## src/rtl/ctrl_pkg.sv

```systemverilog
// Shared control definitions for the multi-cycle RV64 subset sequencer.
// Opcode constants are also consumed by the immediate generator.
package ctrl_pkg;

  localparam logic [6:0] OPC_RTYPE  = 7'b0110011;
  localparam logic [6:0] OPC_LOAD   = 7'b0000011;
  localparam logic [6:0] OPC_STORE  = 7'b0100011;
  localparam logic [6:0] OPC_BRANCH = 7'b1100011;

  typedef enum logic [3:0] {
    IDLE,
    FETCH,
    DECODE,
    EXEC_R,
    EXEC_ADDR,
    MEM_RD,
    MEM_WR,
    WB_ALU,
    WB_LD,
    BRANCH,
    TRAP
  } state_e;

  typedef enum logic [1:0] {
    ALU_ADD   = 2'b00,
    ALU_SUB   = 2'b01,
    ALU_FUNCT = 2'b10
  } alu_op_e;

  typedef enum logic [1:0] {
    CAUSE_NONE        = 2'b00,
    CAUSE_ILLEGAL     = 2'b01,
    CAUSE_MEM_TIMEOUT = 2'b10
  } trap_cause_e;

  // States that own the shared memory port.
  function automatic logic is_mem_state(input state_e s);
    return (s == FETCH) || (s == MEM_RD) || (s == MEM_WR);
  endfunction

endpackage

```

## src/rtl/mem_wait_timer.sv

```systemverilog
// Counts stalled memory-request cycles; flags expiry on the cycle the count reaches MEM_TIMEOUT.
module mem_wait_timer #(
  parameter int unsigned MEM_TIMEOUT = 255
) (
  input  logic clk,
  input  logic rst,
  input  logic clear,
  input  logic count_en,
  output logic expired
);

  localparam int unsigned W = $clog2(MEM_TIMEOUT + 1);
  localparam logic [W-1:0] LIMIT = W'(MEM_TIMEOUT);
  localparam logic [W-1:0] LAST  = W'(MEM_TIMEOUT - 1);

  logic [W-1:0] count_q, count_d;

  always_comb begin
    count_d = count_q;
    if (clear) begin
      count_d = '0;
    end else if (count_en && (count_q != LIMIT)) begin
      count_d = count_q + 1'b1;
    end
  end

  always_ff @(posedge clk or posedge rst) begin
    if (rst) begin
      count_q <= '0;
    end else begin
      count_q <= count_d;
    end
  end

  // A stalled cycle that takes the count to MEM_TIMEOUT; a transfer keeps count_en low.
  assign expired = count_en && (count_q == LAST);

endmodule

```

## src/rtl/mc_ctrl_fsm.sv

```systemverilog
// Multi-cycle FETCH/DECODE/EXEC/MEM/WB sequencer with a shared memory port and trap handling.
// Define CTRL_PERF_EN to build the 32-bit retired-instruction counter; otherwise instret is 0.
module mc_ctrl_fsm
  import ctrl_pkg::*;
#(
  parameter int unsigned MEM_TIMEOUT = 255
) (
  input  logic        clk,
  input  logic        rst,
  input  logic [6:0]  opcode,
  input  logic        alu_zero,
  input  logic        mem_ready,
  output logic        mem_req,
  output logic        mem_we,
  output logic        mem_is_data,
  output logic        ir_we,
  output logic        pc_we,
  output logic        pc_src,
  output logic        alu_src_b,
  output logic [1:0]  alu_op,
  output logic        rf_we,
  output logic        mem_to_reg,
  output logic        trap,
  output logic [1:0]  trap_cause,
  output logic [31:0] instret
);

  state_e      state_q, state_d;
  trap_cause_e cause_q, cause_d;
  alu_op_e     alu_op_w;
  logic        transfer;
  logic        timer_expired;

  assign transfer = mem_req && mem_ready;

  mem_wait_timer #(
    .MEM_TIMEOUT(MEM_TIMEOUT)
  ) u_wait_timer (
    .clk     (clk),
    .rst     (rst),
    .clear   (!is_mem_state(state_q) || transfer),
    .count_en(mem_req && !mem_ready),
    .expired (timer_expired)
  );

  // Outputs decode from the registered state only; mem_ready/alu_zero qualify the PC/IR strobes.
  always_comb begin
    mem_req     = 1'b0;
    mem_we      = 1'b0;
    mem_is_data = 1'b0;
    ir_we       = 1'b0;
    pc_we       = 1'b0;
    pc_src      = 1'b0;
    alu_src_b   = 1'b0;
    alu_op_w    = ALU_ADD;
    rf_we       = 1'b0;
    mem_to_reg  = 1'b0;
    trap        = 1'b0;
    unique case (state_q)
      FETCH: begin
        mem_req = 1'b1;
        ir_we   = mem_ready;
        pc_we   = mem_ready;
      end
      EXEC_R:    alu_op_w = ALU_FUNCT;
      EXEC_ADDR: alu_src_b = 1'b1;
      MEM_RD: begin
        mem_req     = 1'b1;
        mem_is_data = 1'b1;
      end
      MEM_WR: begin
        mem_req     = 1'b1;
        mem_is_data = 1'b1;
        mem_we      = 1'b1;
      end
      WB_ALU: rf_we = 1'b1;
      WB_LD: begin
        rf_we      = 1'b1;
        mem_to_reg = 1'b1;
      end
      BRANCH: begin
        alu_op_w = ALU_SUB;
        pc_we    = alu_zero;
        pc_src   = 1'b1;
      end
      TRAP: trap = 1'b1;
      default: ;
    endcase
  end

  assign alu_op     = alu_op_w;
  assign trap_cause = cause_q;

  always_comb begin
    state_d = state_q;
    cause_d = cause_q;
    unique case (state_q)
      IDLE:  state_d = FETCH;
      FETCH: if (transfer) state_d = DECODE;
      DECODE: begin
        if (opcode == OPC_RTYPE) begin
          state_d = EXEC_R;
        end else if ((opcode == OPC_LOAD) || (opcode == OPC_STORE)) begin
          state_d = EXEC_ADDR;
        end else if (opcode == OPC_BRANCH) begin
          state_d = BRANCH;
        end else begin
          state_d = TRAP;
          cause_d = CAUSE_ILLEGAL;
        end
      end
      EXEC_R:    state_d = WB_ALU;
      EXEC_ADDR: state_d = (opcode == OPC_STORE) ? MEM_WR : MEM_RD;
      MEM_RD:    if (transfer) state_d = WB_LD;
      MEM_WR:    if (transfer) state_d = FETCH;
      WB_ALU:    state_d = FETCH;
      WB_LD:     state_d = FETCH;
      BRANCH:    state_d = FETCH;
      TRAP:      state_d = TRAP;
      default:   state_d = IDLE;
    endcase
    // Stalled request overrides the hold in any memory state.
    if (timer_expired) begin
      state_d = TRAP;
      cause_d = CAUSE_MEM_TIMEOUT;
    end
  end

  always_ff @(posedge clk or posedge rst) begin
    if (rst) begin
      state_q <= IDLE;
      cause_q <= CAUSE_NONE;
    end else begin
      state_q <= state_d;
      cause_q <= cause_d;
    end
  end

`ifdef CTRL_PERF_EN
  logic [31:0] instret_q;
  logic        retire;

  assign retire = (state_q == WB_ALU) || (state_q == WB_LD) || (state_q == BRANCH) ||
                  ((state_q == MEM_WR) && transfer);

  always_ff @(posedge clk or posedge rst) begin
    if (rst) begin
      instret_q <= '0;
    end else if (retire) begin
      instret_q <= instret_q + 32'd1;
    end
  end

  assign instret = instret_q;
`else
  assign instret = 32'h0;
`endif

endmodule

```

## config.mk

```make
export PLATFORM = sky130hd
export DESIGN_NAME = mc_ctrl_fsm
export DESIGN_NICKNAME = d
export VERILOG_FILES = /design/src/rtl/ctrl_pkg.sv /design/src/rtl/mem_wait_timer.sv /design/src/rtl/mc_ctrl_fsm.sv
export SDC_FILE = /design/constraint.sdc
export NUM_CORES = 1
export LEC_CHECK = 0
export BUFFER_PORTS_ARGS = -buffer_cell sky130_fd_sc_hd__buf_2
export CAP_MARGIN = 15
export CORE_MARGIN = 1.5
export CORE_UTILIZATION = 44
export DETAILED_ROUTE_END_ITERATION = 8
export PLACE_DENSITY = 0.79
export SETUP_SLACK_MARGIN = 0.05
export SLEW_MARGIN = 10
export SYNTH_ARGS = -nofsm -noshare
export SYNTH_HDL_FRONTEND = slang
export SYNTH_SLANG_ARGS = --single-unit
export TNS_END_PERCENT = 10
```

## constraint.sdc

```tcl
create_clock -name clk -period 4.35 [get_ports clk]
set_input_delay 0.6525 -clock clk [delete_from_list [all_inputs] [get_ports clk]]
set_output_delay 0.6525 -clock clk [all_outputs]
set_load 0.01 [all_outputs]
```

==> results.yml <==
route:
  drt-total-wl_mm: 2.18
  drc: 0
  drtPass1Iterations: 4
  ant_nets: 0
  drt_iter0_drc: 20
  vias: 1019
  drt-vias-per-instance: 4.88
  wl_per_cell_um: 10.4
logic_synthesis:
  synth.avg_cell_area_um2: 7.98
  ys_ff_latch: 14
  ys_seq_area_share_pct: 28.3
  synth_cell_types: 40
  syn_inst: 155
  synth_warnings: 0
  syn_area_um2: 1240
cells_and_area:
  fin_nets: 192
  stdcell_area_um2: 1280
  fin_util_pct: 47.3
  drive_gt1_share_pct: 19.7
  final_cell_mix: "32 x conb_1, 24 x buf_2, 18 x nor2_1"
  area_delta_synth_final_pct: 3.54
  final_common_cell: "conb_1"
  antennaDiodeCount: 0
cts:
  cts_setup_buffers: 0
  cts_tree: "done"
  htree_levels: 1
  clock_latency_ns: 0.28
  clk_pin_slew_worst_paths_ns: 0.09
  cts_buffers: 3
  cts_resized: 0
  clockBufferDepth: 2
  clock_sinks: 14
  cts_hold_buf: 0
  clockRootBuffer: "clkbuf_4"
timing:
  setup-tns-final_ns: 0
  fmax_ghz: 0.446
  whs_ns: 0.395
  slew_headroom_pct: 63.7
  rsz0062_at_grt: "false"
  fin_skew_ns: 0.0102
  maxSlewViolCount: 0
  min_period_ns: 2.24
  final.period_utilization_pct: 51.6
  tightest_slew_ns: 0.544
  setup_viol: 0
  hold_violations: 0
global_routing:
  grt.overflow.total: 0
  antenna_found_initial: 0
  grt_max_degree: 16
  grt_first_pass_wirelength_mm: 3.48
  grt_pass1_vias: 800
  gr-usage-all-layers_pct: 13.7
power:
  p_leak_nw: 0.646
  finalPower_mw: 0.578
  power_density_nw_per_um2: 451
  ir_drop_mv: 0.308
  seq_power_share_pct: 36.2
  internal-power_mw: 0.325
  pwr-share-comb_pct: 47.4
  net-switching-power_mw: 0.253
  clkPwrFrac_pct: 16.3
  sw_frac_of_total_pct: 43.7
worst_setup_path:
  critPathKind: "reg -> out"
  critPathLaunchType: "register"
  rr_worst_depth: 4
  critPathRequiredTime_ns: 3.70
  cp_slowest_stage_delay_ns: 0.62
  arrival_ns: 1.59
  rr_endpoint: "trap_cause[1]$_DFFE_PP0P_"
  r2r_start: "state_q[0]$_DFFE_PP0P_"
  cp-end-kind: "output pin"
  crit_chain: "inv_1 > nor2_1 > and3_1 > a21o_1 > buf_2"
  worst-r2r-setup-slack_ns: 2.73
  crit_fanout: 15
  cpMaxStageDelayCell: "dfrtp_1"
floorplanning:
  fp.dieW_um: 56.0
  rows: 19
  core_area_um2: 2710
  die_y_um: 56.0
  initial_utilization_pct: 45.7
  ioPinCount: 57
  die-area_um2: 3140
run:
  maxCapViolCount: 0
hold_path:
  hold_class: "in -> async"
placement:
  dp_hpwl_mm: 1.66
  postPlaceCellArea_um2: 1240
  gp_congestion: 0.900
  port_buffers: 24
outcome:
  status: "complete, no violations"
-- layout make-up --
| type | count | area [µm²] |
|---|---|---|
| Inverter | 7 | 26.3 |
| Fill cell | 290 | 1430 |
| Sequential cell | 14 | 350 |
| Multi-Input combinational cell | 129 | 709 |
| Timing Repair Buffer | 24 | 120 |
| Tap cell | 31 | 38.8 |
| Clock buffer | 4 | 36.3 |
-- state kept, by name, indices dropped and copies added, names as in the netlist --
| register | flops |
|---|---|
| u_wait_timer.count_q | 8 |
| state_q | 4 |
| trap_cause | 2 |
-- routing by layer --
layer | GRT usage, % | vias to the layer above | routed length (µm)
met1 | 20.6 | 458 | 1110
li1 | - | 529 | -
met5 | 0 | - | 0
met4 | 2.04 | 0 | 13
met2 | 19.7 | 30 | 936
met3 | 4.19 | 2 | 117
-- synth_stat cells (all sizes together) --
| cell type | instances | area share [%] |
|---|---|---|
| a211oi | 4 | 2.4 |
| a21bo | 1 | 0.81 |
| a21boi | 2 | 1.2 |
| a21o | 2 | 1.2 |
| a21oi | 7 | 2.8 |
| a22o | 1 | 0.71 |
| a311o | 1 | 0.81 |
| a31oi | 5 | 2.5 |
| and2 | 1 | 0.71 |
| and3 | 4 | 2.0 |
| and4bb | 2 | 2.0 |
| buf | 35 | 21 |
| clkbuf | 1 | 0.30 |
| conb | 1 | 0.30 |
| dfrtp | 14 | 28 |
| ha | 2 | 2.0 |
| inv | 7 | 2.1 |
| mux2i | 1 | 0.81 |
| nand2 | 11 | 3.5 |
| nand2b | 2 | 1.0 |
| nand3 | 4 | 2.0 |
| nand4 | 3 | 1.5 |
| nor2 | 18 | 5.5 |
| nor2b | 1 | 0.51 |
| nor3 | 6 | 2.4 |
| nor3b | 1 | 0.61 |
| nor4 | 2 | 1.0 |
| o211ai | 4 | 2.4 |
| o21ai | 5 | 2.0 |
| o22ai | 1 | 0.51 |
| o31a | 1 | 0.71 |
| or2 | 1 | 0.71 |
| or3 | 1 | 0.91 |
| xnor2 | 1 | 0.71 |
| xor2 | 2 | 1.4 |
-- power groups by stage --
| stage | sequential [mW] | clock, mW | combinational [mW] |
|---|---|---|---|
| after global routing | 0.216 | 0.103 | 0.302 |
| after detailed placement | 0.210 | 0 | 0.272 |
| after CTS | 0.207 | 0.0973 | 0.274 |
| after global placement | 0.208 | 0 | 0.272 |
| after floorplan | 0.171 | 0 | 0.273 |
| final | 0.209 | 0.0943 | 0.274 |
-- per-stage QoR --
stage / instances / setup WS, ns
after global placement: 205 / 2.47
after CTS: 209 / 2.12
after floorplan: 186 / 2.49
after global routing: 209 / 1.99
after detailed placement: 205 / 2.44
final: 209 / 2.11
-- cells by family (layout without fill, tap and decap cells) --
family | after synthesis | after routing | synth area share [%]
buf+inv | 43 | 35 | 23.8
xor+xnor | 3 | 3 | 2.12
simple gates | 57 | 57 | 24.5
mux | 1 | 1 | 0.809
compound gates | 34 | 34 | 18.2
flops | 14 | 14 | 28.3
other cells | 1 | 32 | 0.303
fa+ha+maj | 2 | 2 | 2.02
-- worst max-delay path by stage --
stage	from	endpoint	slack [ns]	depth (start not counted)
final	state_q[0]$_DFFE_PP0P_	pc_we	2.11	5
after global routing	state_q[0]$_DFFE_PP0P_	pc_we	1.99	5
after CTS	state_q[0]$_DFFE_PP0P_	pc_we	2.12	5
after detailed placement	state_q[0]$_DFFE_PP0P_	pc_we	2.44	5
after global placement	state_q[0]$_DFFE_PP0P_	pc_we	2.47	5
after floorplan	state_q[1]$_DFFE_PP0P_	pc_we	2.49	5
-- critical path: cells and delay by family (launching register included) --
family,cells,cell delay [ns]
flops,1,0.62
buf+inv,2,0.28
compound gates,1,0.08
simple gates,2,0.33
Power figures use the tool's default switching activity.
